## src/rtl/pipe_stage_reg.sv

```systemverilog
// -----------------------------------------------------------------------------
// pipe_stage_reg
//
// Two-entry elastic pipeline register (head + skid) sitting between two
// pipeline stages. The upstream ready is taken straight from a flop, so
// out_ready never reaches in_ready combinationally. The skid entry absorbs the
// one transfer that can arrive in the cycle the downstream stalls.
//
// Entries carry data, ctrl, err and halt. A control field of zero means the
// entry has no side effects; whenever the stage shows nothing valid, it
// presents ctrl = 0, halt = 0 and out_nop = 1 so downstream sees a bubble.
//
// Ports
//   clk, rst             clock; asynchronous active-high reset
//   in_valid/in_ready    upstream handshake (in_ready is registered)
//   in_data/ctrl/err/halt  incoming entry fields
//   out_valid/out_ready  downstream handshake
//   out_data/ctrl/err/halt head entry fields; out_nop flags a bubble
//   flush                kill every held and incoming entry (branch taken)
//   occupancy            number of held entries, 0..2
//   stall_cnt            saturating count of cycles with out_valid & ~out_ready
//
// Build option
//   PIPE_STAGE_STATS_EN  when defined, stall_cnt is a live counter; otherwise
//                        it is tied to zero and no counter is built.
// -----------------------------------------------------------------------------
module pipe_stage_reg #(
   parameter int DATA_W = 64,
   parameter int CTRL_W = 16
) (
   input  logic              clk,
   input  logic              rst,
   // upstream
   input  logic              in_valid,
   output logic              in_ready,
   input  logic [DATA_W-1:0] in_data,
   input  logic [CTRL_W-1:0] in_ctrl,
   input  logic              in_err,
   input  logic              in_halt,
   // downstream
   output logic              out_valid,
   input  logic              out_ready,
   output logic [DATA_W-1:0] out_data,
   output logic [CTRL_W-1:0] out_ctrl,
   output logic              out_err,
   output logic              out_halt,
   output logic              out_nop,
   // control / status
   input  logic              flush,
   output logic [1:0]        occupancy,
   output logic [15:0]       stall_cnt
);

   // State encoding doubles as the occupancy count.
   typedef enum logic [1:0] {
      EMPTY = 2'd0,
      ONE   = 2'd1,
      TWO   = 2'd2
   } state_t;

   state_t            r_state;
   logic              r_in_ready;
   logic              r_halted;

   logic [DATA_W-1:0] r_head_data;
   logic [CTRL_W-1:0] r_head_ctrl;
   logic              r_head_err;
   logic              r_head_halt;

   logic [DATA_W-1:0] r_skid_data;
   logic [CTRL_W-1:0] r_skid_ctrl;
   logic              r_skid_err;
   logic              r_skid_halt;

   logic              w_out_valid;
   logic              w_in_xfer;
   logic              w_out_xfer;
   logic              w_halted_nxt;
   logic              w_full_nxt;

   assign w_out_valid = (r_state != EMPTY);
   assign w_in_xfer   = in_valid & r_in_ready;
   assign w_out_xfer  = w_out_valid & out_ready;

   // Once a halting entry has been accepted, no further entries may enter
   // until the pipeline is flushed or reset.
   assign w_halted_nxt = r_halted | (w_in_xfer & in_halt);

   // Buffer will be full after this edge: either it fills from ONE, or it
   // was already full and nothing left.
   assign w_full_nxt = ((r_state == ONE) & w_in_xfer & ~w_out_xfer) |
                       ((r_state == TWO) & ~w_out_xfer);

   // ---------------------------------------------------------------------------
   // Buffer FSM. Flush wins over any simultaneous in/out transfer; the entry
   // offered in the flush cycle is dropped, so a halt bit arriving then never
   // gets stored and never latches r_halted.
   // ---------------------------------------------------------------------------
   always_ff @(posedge clk or posedge rst) begin
      if (rst) begin
         r_state     <= EMPTY;
         r_in_ready  <= 1'b1;
         r_halted    <= 1'b0;
         r_head_data <= '0;
         r_head_ctrl <= '0;
         r_head_err  <= 1'b0;
         r_head_halt <= 1'b0;
         r_skid_data <= '0;
         r_skid_ctrl <= '0;
         r_skid_err  <= 1'b0;
         r_skid_halt <= 1'b0;
      end else if (flush) begin
         r_state     <= EMPTY;
         r_in_ready  <= 1'b1;
         r_halted    <= 1'b0;
         r_head_data <= '0;
         r_head_ctrl <= '0;
         r_head_err  <= 1'b0;
         r_head_halt <= 1'b0;
         r_skid_data <= '0;
         r_skid_ctrl <= '0;
         r_skid_err  <= 1'b0;
         r_skid_halt <= 1'b0;
      end else begin
         r_halted   <= w_halted_nxt;
         r_in_ready <= ~w_full_nxt & ~w_halted_nxt;

         unique case (r_state)
            EMPTY: begin
               if (w_in_xfer) begin
                  r_head_data <= in_data;
                  r_head_ctrl <= in_ctrl;
                  r_head_err  <= in_err;
                  r_head_halt <= in_halt;
                  r_state     <= ONE;
               end
            end

            ONE: begin
               if (w_in_xfer && !w_out_xfer) begin
                  // Downstream stalled: park the new entry behind the head.
                  r_skid_data <= in_data;
                  r_skid_ctrl <= in_ctrl;
                  r_skid_err  <= in_err;
                  r_skid_halt <= in_halt;
                  r_state     <= TWO;
               end else if (w_in_xfer && w_out_xfer) begin
                  // Pass-through: the head leaves and is replaced in place.
                  r_head_data <= in_data;
                  r_head_ctrl <= in_ctrl;
                  r_head_err  <= in_err;
                  r_head_halt <= in_halt;
               end else if (w_out_xfer) begin
                  r_state <= EMPTY;
               end
            end

            TWO: begin
               // in_ready is low here, so only a pop can happen.
               if (w_out_xfer) begin
                  r_head_data <= r_skid_data;
                  r_head_ctrl <= r_skid_ctrl;
                  r_head_err  <= r_skid_err;
                  r_head_halt <= r_skid_halt;
                  r_state     <= ONE;
               end
            end

            default: begin
               r_state <= EMPTY;
            end
         endcase
      end
   end

   // ---------------------------------------------------------------------------
   // Outputs: head entry, with the side-effect fields squashed into a bubble
   // whenever nothing valid is held.
   // ---------------------------------------------------------------------------
   assign in_ready  = r_in_ready;
   assign out_valid = w_out_valid;
   assign out_data  = r_head_data;
   assign out_ctrl  = w_out_valid ? r_head_ctrl : '0;
   assign out_err   = w_out_valid & r_head_err;
   assign out_halt  = w_out_valid & r_head_halt;
   assign out_nop   = ~w_out_valid;
   assign occupancy = r_state;

   // ---------------------------------------------------------------------------
   // Stall statistic. Survives flush on purpose: it measures backpressure over
   // the whole run, not per instruction stream.
   // ---------------------------------------------------------------------------
`ifdef PIPE_STAGE_STATS_EN
   logic [15:0] r_stall_cnt;

   always_ff @(posedge clk or posedge rst) begin
      if (rst) begin
         r_stall_cnt <= '0;
      end else if (w_out_valid && !out_ready && (r_stall_cnt != 16'hFFFF)) begin
         r_stall_cnt <= r_stall_cnt + 16'd1;
      end
   end

   assign stall_cnt = r_stall_cnt;
`else
   assign stall_cnt = '0;
`endif

endmodule

```

## config.mk

```make
export PLATFORM = sky130hd
export DESIGN_NAME = pipe_stage_reg
export DESIGN_NICKNAME = d
export VERILOG_FILES = /design/src/rtl/pipe_stage_reg.sv
export SDC_FILE = /design/constraint.sdc
export NUM_CORES = 1
export LEC_CHECK = 0
export CAP_MARGIN = 20
export CORE_MARGIN = 5
export CORE_UTILIZATION = 45
export CTS_BUF_LIST = sky130_fd_sc_hd__clkbuf_4
export CTS_CLUSTER_SIZE = 28
export DETAILED_ROUTE_END_ITERATION = 10
export PLACE_DENSITY_LB_ADDON = 0.25
export SLEW_MARGIN = 0
export SYNTH_ARGS = -nofsm -noshare
export SYNTH_HDL_FRONTEND = slang
export SYNTH_SLANG_ARGS = --single-unit
```

## constraint.sdc

```tcl
create_clock -name clk -period 7.8 [get_ports clk]
set_clock_uncertainty 0.15 [all_clocks]
set_input_delay 2.34 -clock clk [delete_from_list [all_inputs] [get_ports clk]]
set_output_delay 2.34 -clock clk [all_outputs]
set_load 0.02 [all_outputs]
```

-- After elaboration in Yosys (flattened, before gate mapping)
Cells that the tools add are included.
- word-level logic and storage cells: 91
- bits in registers: 168
- output and inout port bits: 103
- muxes and demuxes: 46
- bitwise gates (word level): 15
- reductions and logical operators: 11
- equality and inequality tests: 8
- operators by type and width (kind ; number):
    two-way mux 64 bit ; 8
    case mux 64 bit (3 select lines) ; 1
    two-way mux 16 bit ; 9
    case mux 16 bit (3 select lines) ; 1
    two-way mux 1 bit ; 18
    two-way mux 2 bit ; 6
    bitwise AND 1 bit ; 9
    inequality test 3 bit (second input constant) ; 3
    case mux 1 bit (3 select lines) ; 2
    case mux 2 bit (3 select lines) ; 1
    nonzero test 2 bit ; 3
    AND reduction 5 bit ; 1
    inequality test 4 x 3 -> 1 bit (second input constant) ; 1
    inequality test 4 bit (second input constant) ; 1
    NOT 1 bit ; 4
    AND reduction 4 bit ; 1
    nonzero test 4 bit ; 1
    inequality test 3 x 2 -> 1 bit (second input constant) ; 1
    == test 2 x 1 -> 1 bit (second input constant) ; 1
    == test 2 bit (second input constant) ; 1
    logical AND 1 bit ; 2
    zero test 2 bit ; 1
    bitwise OR 1 bit ; 2
    AND reduction 2 bit ; 1
    zero test 1 bit ; 1

-- Logic depth before layout (Yosys ltp)
- word-level depth: 8
- depth in mapped cells: 8
- mapped depth without buffers: 6

-- Worst setup path before layout
Ideal clock, no wire load.
- path kind: reg-to-output
- from: reg r_state[0], in the netlist occupancy[0]
- to: out out_ctrl[10]
- path buffers: 2
- slack: 3.631 ns
- data arrival time: 1.679 ns
- stages on the path, launching flop included: 6
- required time: 5.310 ns
- cell sequence: dfrtp_1 inv_1 ha_1 clkbuf_1 clkbuf_1 nor2b_1
- longest elaborated chain between the ends: 2
- ends and longest elaborated chain (item ; line ; source):
    start: declaration ; 61 ; state_t r_state;
    start signal: assignment ; 101 ; r_state <= EMPTY;
    start signal: assignment ; 113 ; r_state <= EMPTY;
    start signal: assignment ; 135 ; r_state <= ONE;
    nonzero test 2 bit ; 81 ; assign w_out_valid = (r_state != EMPTY);
    two-way mux 16 bit ; 183 ; assign out_ctrl = w_out_valid ? r_head_ctrl : '0;
    end: declaration ; 44 ; output logic [CTRL_W-1:0] out_ctrl,
Every way passes these cells.

-- Worst setup path after layout
- from: reg r_state[0], in the netlist occupancy[0]
- to: out out_valid
- longest elaborated chain between the ends: 1
- ends and longest elaborated chain (item ; line ; source):
    nonzero test 2 bit ; 81 ;
    end: declaration ; 41 ; output logic out_valid,
Every way passes these cells.

==> out/results.txt <==
Result of the run = complete, no violations
Detail-routed net length per standard cell = 19.1 um
Router iterations before antenna repair = 5
Via total after detailed routing = 5224
Total wire length = 19200 um
Number of instances in the placed design = 971
Post-detailed-route via-to-cell ratio = 5.20
Root Driver = clkbuf_4
Maximum vdd drop = 0.000207 V
Die Outline Area = 20800 sq um
Initial antenna violation count = 1
Worst Max-Slew Pin Slew = 1.02 ns
Part of the Yosys area used for sequential elements = 51.9%
Final instance count without filler cells = 1005
Area fraction of the dominant cell type after synthesis = 51.5%
DR DRC count = 0
Max-cap check violation count = 0
Power per standard cell area = 340 nW/um^2
Setup crit start kind = register
Final setup fails = 0
Yosys warnings = 0
Max H-tree Level = 4
Largest fanout of any net on the critical path = 23
Cell with the most instances after synthesis = dfrtp_1
Crit-path slowest cell = ha_1
Count of hold-fix buffers inserted at cts = 0
RSZ-0062 raised after global routing = false
Count of final max-slew check failures = 0
Timing-limited maximum frequency = 0.190 GHz
CTS Buffer Depth = 2
Cell area after technology mapping = 8110 sq um
Required arrival time at the worst endpoint = 5.31 ns
Chip height = 144 um
Leakage component of the power = 4.59 nW
Ys async rst share = 100%
Type of the worst min-delay path = register to register
CP peak stage delay = 0.77 ns
First-pass GRT wire length = 30600 um
Core region area = 17800 sq um
Yosys top cell by area = dfrtp_1
Post-CTS Setup Bufs = 0
Filler Cell Count = 1439
Detail Route Antenna Nets = 0
I/O pin cnt = 190
Clock input transition at the sequential cells of the worst setup and hold paths = 0.12 ns
Die width = 144 um
Crit path DAT = 2.76 ns
Number of placement rows = 49
Synthesized netlist cell count = 609
Final Net Count = 854
Hold Violations, Final = 0
Library cells used by synthesis = 32
Final Hold Slack = 0.342 ns
Buffers added on ports = 173
Gpl congestion = 0.769
Starting density of the core = 45.5%
Clock network latency to the later pin of the worst-skew pair = 0.54 ns
Sink Count = 168
Period utilisation layout = 67.4%
Clock tree from TritonCTS = yes
DR iter-0 viols = 220
Most numerous cell on the critical path = inv_1
Number of gates resized after CTS = 0
Fraction of layout cells with a size suffix above 1 = 17.3%
Relative area change from synthesis to final layout = 25.3%
Minimum clock period after layout = 5.25 ns
Average instance area after synthesis = 13.3 sq um
Count of flip-flops with a built-in enable after synthesis = 0
Type of the setup path with the least slack = register to primary output
Number of clock buffers inserted by TritonCTS = 17
Top cells by area, synth = dfrtp_1 (52%), mux2_4 (15%), mux2i_1 (10%)
Gr ovfl total = 0
Worst relative slew slack = 31.7%
Leading register cell type out of synthesis = dfrtp_1
Final-layout setup total negative slack = 0 ns
Via count of the first global-routing pass = 5672
HPWL after detailed placement = 12500 um
Overall fraction of global-route tracks in use = 18.8%
Commonest cells post-synth = dfrtp_1 (167), nor2_1 (85), a22o_1 (82), mux2i_1 (82), mux2_4 (80)
Crit-path cells = inv_1 > ha_1 > inv_1 > clkdlybuf4s50_1
Critical path endpoint category = primary output
Flops & latches, synth = 168
Pin count of the biggest net entering global routing = 118
-- layout make-up --
class,count,area (sq um),share of cell area (%)
flip-flops and latches,168,4210,41.4
multi-input cells,387,3500,34.5
repair buffers,184,1870,18.4
well taps,229,287,2.82
clock buffers,22,165,1.63
clock inverters,9,103,1.01
inverters,5,23.8,0.234
diodes,1,2.50,0.0246
-- cell usage in the layout (no fill, tap or decap) --
cell type,n
o32ai_1,1
inv_2,1
o32ai_4,1
ha_1,3
clkinv_2,3
and2b_2,1
a21oi_1,3
nor2b_1,18
inv_1,3
conb_1,16
clkinvlp_4,2
nor3_1,1
mux2_1,3
nor3_4,1
a22o_1,82
buf_4,9
and2_4,1
nand2b_2,1
clkinv_4,1
clkinv_1,1
a31oi_4,1
nand2_1,1
nand2b_1,2
mux2_4,80
nor2_1,85
ha_4,1
inv_6,1
diode_2,1
o21ba_2,1
dfstp_2,1
clkbuf_4,22
dfrtp_1,167
xnor2_1,1
clkdlybuf4s50_1,172
nor3b_4,1
mux2i_1,82
buf_16,3
bufinv_16,2
-- worst max-delay path, delay by kind of cell, from the launching register on --
| kind | cells | cell delay (ns) |
|---|---|---|
| buffers and inverters | 3 | 1.02 |
| adder cells (fa/ha/maj) | 1 | 0.77 |
| flip-flops | 1 | 0.45 |
-- power by group --
group	switching [mW]	total [mW]	leakage (nW)	internal, mW
registers	0.171	1.30	2.24	1.13
clock network	0.285	0.489	0.147	0.204
logic	0.775	1.66	2.20	0.890
-- worst paths after layout --
kind	start	to	slack [ns]	depth (start not counted)
min in group asynchronous	rst	out_data[38]	2.04	2
worst min-delay path	r_halted	r_halted	0.34	2
worst max register to register	occupancy[0]	occupancy[1]	3.91	7
max in group asynchronous	rst	out_data[24]	4.05	4
worst max-delay path	occupancy[0]	out_valid	2.55	4
worst min register to register	r_halted	r_halted	0.34	2
-- through the flow --
stage	setup slack [ns]	instance area (sq um)	utilization, %	total power, mW
floorplan	0.765	8170	-	2.42
global placement	2.16	9810	55.0	2.93
detailed placement	2.06	9830	55.1	2.97
CTS	2.43	10100	56.6	3.48
global route	2.29	10200	56.9	3.64
finish	2.55	10200	56.9	3.46
-- routing by layer --
layer / up-vias / routed length (um) / GRT usage, % / part of all wire (%)
li1: 2426 / - / - / -
met1: 2656 / 8540 / 25.5 / 44
met2: 134 / 9330 / 29.9 / 49
met3: 8 / 1220 / 5.69 / 6.4
met4: 0 / 118 / 4.32 / 0.61
met5: - / 0 / 0 / 0
-- cells by family (layout without fill, tap and decap cells) --
family          count (synthesis)  count (layout)  synth area share (%)
simple gates                  112             112                  6.19
xor+xnor                        1               1                 0.108
compound gates                 89              89                  9.77
other cells                     1              17                0.0462
fa+ha+maj                       4               4                 0.617
flops                         168             168                  51.9
mux                           165             165                  25.4
buf+inv                        69             220                  6.06
-- state kept, by name, indices dropped and copies added (netlist names), 2 cells and up --
signal,count
occupancy,2
out_data,64
r_head_ctrl,16
r_skid_ctrl,16
r_skid_data,64
Power figures use the tool's default switching activity.
